<file path="src/rtl/ysyx_22041207_mem_arbiter.sv">
// rtl/ysyx_22041207_mem_arbiter.sv - two-requester (fetch, load/store) arbiter onto one memory port
// Alternating priority on ties; one transaction in flight at a time.
module ysyx_22041207_mem_arbiter (
  input  logic        clk,
  input  logic        rst_n,
  input  logic        if_req_valid,
  input  logic [63:0] if_req_addr,
  output logic        if_req_ready,
  output logic        if_rsp_valid,
  output logic [63:0] if_rsp_data,
  input  logic        ls_req_valid,
  input  logic [63:0] ls_req_addr,
  input  logic        ls_req_wen,
  input  logic [63:0] ls_req_wdata,
  input  logic [7:0]  ls_req_wmask,
  output logic        ls_req_ready,
  output logic        ls_rsp_valid,
  output logic [63:0] ls_rsp_data,
  output logic        mem_req_valid,
  output logic [63:0] mem_req_addr,
  output logic        mem_req_wen,
  output logic [63:0] mem_req_wdata,
  output logic [7:0]  mem_req_wmask,
  input  logic        mem_req_ready,
  input  logic        mem_rsp_valid,
  input  logic [63:0] mem_rsp_data
);

  localparam logic [1:0] S_IDLE = 2'd0;
  localparam logic [1:0] S_REQ  = 2'd1;
  localparam logic [1:0] S_RESP = 2'd2;

  logic [1:0]  state;
  logic        owner_ls;
  logic        last_ls;
  logic [63:0] cap_addr;
  logic        cap_wen;
  logic [63:0] cap_wdata;
  logic [7:0]  cap_wmask;

  logic in_idle;
  logic in_req;
  logic grant_if;
  logic grant_ls;

  // On a tie the requester that did not win last time is served.
  always_comb begin
    in_idle  = rst_n && (state == S_IDLE);
    in_req   = (state == S_REQ);
    grant_ls = in_idle && ls_req_valid && (!if_req_valid || !last_ls);
    grant_if = in_idle && if_req_valid && (!ls_req_valid || last_ls);
  end

  assign if_req_ready  = grant_if;
  assign ls_req_ready  = grant_ls;
  assign mem_req_valid = in_req;
  assign mem_req_addr  = in_req ? cap_addr  : 64'd0;
  assign mem_req_wen   = in_req ? cap_wen   : 1'b0;
  assign mem_req_wdata = in_req ? cap_wdata : 64'd0;
  assign mem_req_wmask = in_req ? cap_wmask : 8'd0;

  always_ff @(posedge clk) begin
    if (!rst_n) begin
      state        <= S_IDLE;
      owner_ls     <= 1'b0;
      last_ls      <= 1'b0;
      cap_addr     <= 64'd0;
      cap_wen      <= 1'b0;
      cap_wdata    <= 64'd0;
      cap_wmask    <= 8'd0;
      if_rsp_valid <= 1'b0;
      if_rsp_data  <= 64'd0;
      ls_rsp_valid <= 1'b0;
      ls_rsp_data  <= 64'd0;
    end else begin
      if_rsp_valid <= 1'b0;
      ls_rsp_valid <= 1'b0;
      case (state)
        S_IDLE: begin
          if (grant_ls) begin
            cap_addr  <= ls_req_addr;
            cap_wen   <= ls_req_wen;
            cap_wdata <= ls_req_wdata;
            cap_wmask <= ls_req_wmask;
            owner_ls  <= 1'b1;
            last_ls   <= 1'b1;
            state     <= S_REQ;
          end else if (grant_if) begin
            cap_addr  <= if_req_addr;
            cap_wen   <= 1'b0;
            cap_wdata <= 64'd0;
            cap_wmask <= 8'd0;
            owner_ls  <= 1'b0;
            last_ls   <= 1'b0;
            state     <= S_REQ;
          end
        end
        S_REQ: begin
          if (mem_req_ready) state <= S_RESP;
        end
        S_RESP: begin
          if (mem_rsp_valid) begin
            if (owner_ls) begin
              ls_rsp_valid <= 1'b1;
              ls_rsp_data  <= mem_rsp_data;
            end else begin
              if_rsp_valid <= 1'b1;
              if_rsp_data  <= mem_rsp_data;
            end
            state <= S_IDLE;
          end
        end
        default: state <= S_IDLE;
      endcase
    end
  end

endmodule

</file>
<file path="config.mk">
export PLATFORM = sky130hd
export DESIGN_NAME = ysyx_22041207_mem_arbiter
export DESIGN_NICKNAME = d
export VERILOG_FILES = /design/src/rtl/ysyx_22041207_mem_arbiter.sv
export SDC_FILE = /design/constraint.sdc
export NUM_CORES = 1
export LEC_CHECK = 0
export CAP_MARGIN = 20
export CORE_AREA = 2 2 208 210
export CTS_CLUSTER_SIZE = 40
export DETAILED_ROUTE_END_ITERATION = 7
export DIE_AREA = 0 0 210 212
export PLACE_DENSITY = 0.59
export SLEW_MARGIN = 20
export SYNTH_ARGS = -nofsm -noshare
export SYNTH_HDL_FRONTEND = slang
export SYNTH_SLANG_ARGS = --single-unit
</file>
<file path="constraint.sdc">
create_clock -name clk -period 2.15 [get_ports clk]
set_clock_uncertainty 0.2 [all_clocks]
set_input_delay 0.5375 -clock clk [delete_from_list [all_inputs] [get_ports clk]]
set_output_delay 0.5375 -clock clk [all_outputs]
set_load 0.005 [all_outputs]
</file>
==> flow_summary_export.csv <==
group,metric,value,unit
status,status,"finished with violations",
status,violations,"negative setup slack",
critical_path,cp_max_fo,5,
timing,worst_slew_pin_slew,0.516,ns
hold_path,hold_end,"ls_rsp_data[56]",
final_layout,nets,2273,
timing,slew_headroom,65.6,%
floorplan,rows,76,
placed_design,io_buffers,540,
final_layout,utilization,47.7,%
hold_path,worstHoldStart,"ls_rsp_data[56]",
final_layout,area_growth_syn_to_layout,79.3,%
critical_path,crit_family,"buffers and inverters",
timing,drv_slew,0,
timing,post-route-min-period,2.59,ns
critical_path,r2r_cells,6,
global_route,grt_pass1_vias,12200,
hold_path,whs_path_depth,2,
placed_design,hpwlAfterDp,31.4,mm
critical_path,slowest_delay,0.32,ns
clocking,cts_sinks,270,
pwr,vdd_ir_drop_max,0.000480,V
pwr,leakage,8.35,nW
timing,setup_slack,-0.443,ns
critical_path,reg2reg_slack,0.09,ns
routing,vias_per_cell,4.95,
yosys,syn_inst,1444,
flow_run,maxCapViolCount,0,
yosys,syn_area,11300,sq um
global_route,grt_first_pass_wirelength,71.2,mm
critical_path,cp_common_cell,"buf_12",
routing,ant_nets,0,
routing,wl_per_cell,19.0,um
yosys,synth_seq_cells,270,
critical_path,crit_path_end_kind,"output port",
clocking,numCtsBuffers,34,
critical_path,cp-start-kind,"register",
floorplan,die_h,212,um
final_layout,fill_cells,4062,
timing,setup_viol_count_final,140,
critical_path,worstSetupPathType,"register to output port",
global_route,gr-total-overflow,0,
routing,drc_errors,0,
yosys,yosysSeqAreaShare,47.8,%
floorplan,ios,541,
yosys,syn_avg_cell_area,7.83,sq um
routing,dr_total_vias,12700,
floorplan,core,42500,sq um
critical_path,cp.required,1.41,ns
hold_path,hp-class,"register to register",
clocking,cts_hold_buf,0,
global_route,grt_start_max_net_pins,79,
floorplan,dieArea,44500,sq um
critical_path,cp.buffers_inverters,6,
critical_path,crit_chain,"nor2b_4 -> buf_6 -> buf_12 -> buf_12 -> buf_12 -> buf_16 -> and2_4 -> buf_6",
critical_path,cp_slowest_cell,"dfxtp_2",
yosys,ys_types,31,
global_route,grtUsageTotal,20.4,%
yosys,yosys_warnings,0,
timing,grt_setup_unrepaired,"yes",
clocking,cts_tree,"yes",
pwr,power_density,647,nW/um^2
yosys,syn_nets,1715,
timing,fmax,0.386,GHz
placed_design,gp_congestion,0.800,
timing,fin_crit_sh,121,%
routing,firstDrtPassIters,5,
critical_path,r2r_start,"state[0]",
clocking,cts-root-buf,"clkbuf_16",
timing,hold_viol,0,
routing,drt_wl_total,49.0,mm
placed_design,place_area,17900,sq um
yosys,ys.flop_type,"dfxtp_1",
final_layout,drive_gt1_share,23.0,%
floorplan,chipWidth,210,um
floorplan,initial_utilization,26.6,%
critical_path,reg2reg_to,"cap_addr[35]",
yosys,async_reset_ff_share,0,%
clocking,cts_max_level,2,
clocking,clk_path_buf_depth,3,
yosys,synth_edf_count,0,
clocking,path_clk_slew,0.06,ns
global_route,antenna_found_initial,2,
clocking,clk_latency,0.52,ns
routing,drtIter0Drc,815,
final_layout,final_area,20300,sq um
critical_path,crit_arrival,1.86,ns
==> metal layers <==
metal  global-route usage, %  share of wire [%]
met4                    9.29                3.8
met3                    5.44                7.9
met1                    24.8                 41
met2                    34.0                 47
met5                       0                  0
==> worst reg2reg max path, delay by kind of cell (launching register included) <==
family | cells | cell delay [ns]
buffers and inverters | 3 | 0.57
AND/OR/NAND/NOR | 1 | 0.43
flip-flops | 1 | 0.32
AO/OA/AOI/OAI | 2 | 0.41
==> cell families (layout without fill, tap and decap cells) <==
family | after synthesis | in the layout | share of synthesized area, %
other cells | 0 | 2 | 0
simple gates | 549 | 549 | 23.3
compound gates | 471 | 471 | 23.1
flops | 270 | 270 | 47.8
buf+inv | 154 | 735 | 5.84
==> what timing repair did <==
item	CTS	global route
resized for setup	806	134
setup buffers	32	8
gates cloned	13	5
pin swaps	68	36
endpoints found under the setup margin	293	270
==> how the worst max path moves through the flow <==
stage / start / end / slack, ns / cells after the start
after global placement: rst_n / ls_req_ready / -0.73 / 4
final: state[0] / mem_req_wdata[8] / -0.44 / 8
after CTS: state[1] / mem_req_wdata[8] / -0.49 / 8
after floorplan: rst_n / ls_req_ready / 0.01 / 5
after detailed placement: rst_n / ls_req_ready / -0.72 / 4
after global routing: state[1] / mem_req_wdata[8] / -0.51 / 8
==> Yosys cell counts (2+ instances only) <==
cell	number	area, sq um
buf_6	3	33.8
clkbuf_1	100	375
nor2b_1	2	12.5
nand3_1	137	686
dfxtp_1	270	5410
a21oi_1	265	1330
buf_4	5	37.5
buf_1	12	45.0
o21ai_1	3	15.0
o21ai_0	134	671
buf_2	33	165
and2_1	137	857
a311oi_1	64	561
nor2_1	6	22.5
nand2_1	257	965
==> sequential cells by signal, summed over array words and instances, names as in the netlist <==
register / flops
cap_addr: 64
cap_wdata: 64
if_rsp_data: 64
ls_rsp_data: 64
cap_wmask: 8
state: 2
cap_wen: 1
if_rsp_valid: 1
last_ls: 1
ls_rsp_valid: 1
==> power breakdown <==
part           total (W)  internal [W]  switching (W)
Combinational    0.00230       0.00127        0.00103
Sequential       0.00531       0.00521       0.000100
Clock            0.00551       0.00328        0.00223
Total             0.0131       0.00976        0.00336
==> cells in the final DEF, fill, tap and decap left out, drive strengths merged <==
| master | n |
|---|---|
| nand3 | 137 |
| a21boi | 1 |
| dlygate4sd2 | 42 |
| and4b | 1 |
| and3 | 1 |
| or2 | 1 |
| nor3b | 1 |
| diode | 2 |
| a21oi | 265 |
| a311oi | 64 |
| inv | 3 |
| nand2b | 1 |
| a22oi | 1 |
| bufinv | 1 |
| nand2 | 257 |
| o21a | 1 |
| nand4b | 1 |
| dfxtp | 270 |
| clkinv | 7 |
| buf | 269 |
| clkdlybuf4s15 | 1 |
| nor2b | 2 |
| clkbuf | 54 |
| clkdlybuf4s50 | 319 |
| nand4bb | 1 |
| dlymetal6s2s | 39 |
| nor2 | 7 |
| o21ai | 137 |
| and2 | 137 |
| o22ai | 1 |
| a21bo | 1 |
| nor4bb | 1 |
| or3b | 1 |
==> cell type report <==
class                   count  area [sq um]  share of cell area, %
clock inverters            10          82.6                  0.407
repair buffers            675          7480                   36.9
diodes                      2          5.00                 0.0247
flip-flops and latches    270          5430                   26.8
multi-input cells        1020          5610                   27.6
clock buffers              49           978                   4.83
well taps                 546           683                   3.37
inverters                   1          11.3                 0.0555
==> stage by stage <==
step	total power [W]	hold slack, ns	setup WS (ns)	setup TNS (ns)	cells
2_1_floorplan	0.00617	0.249	0.0101	0	1444
3_5_place_dp	0.00730	0.245	-0.720	-104.58	2460
5_1_grt	0.0136	0.266	-0.507	-53.92	2571
3_3_place_gp	0.00728	0.240	-0.726	-102.82	2460
6_report	0.0131	0.248	-0.443	-43.23	2573
4_1_cts	0.0132	0.251	-0.485	-49.53	2563
Note: power is estimated with default switching activity, not from simulation.
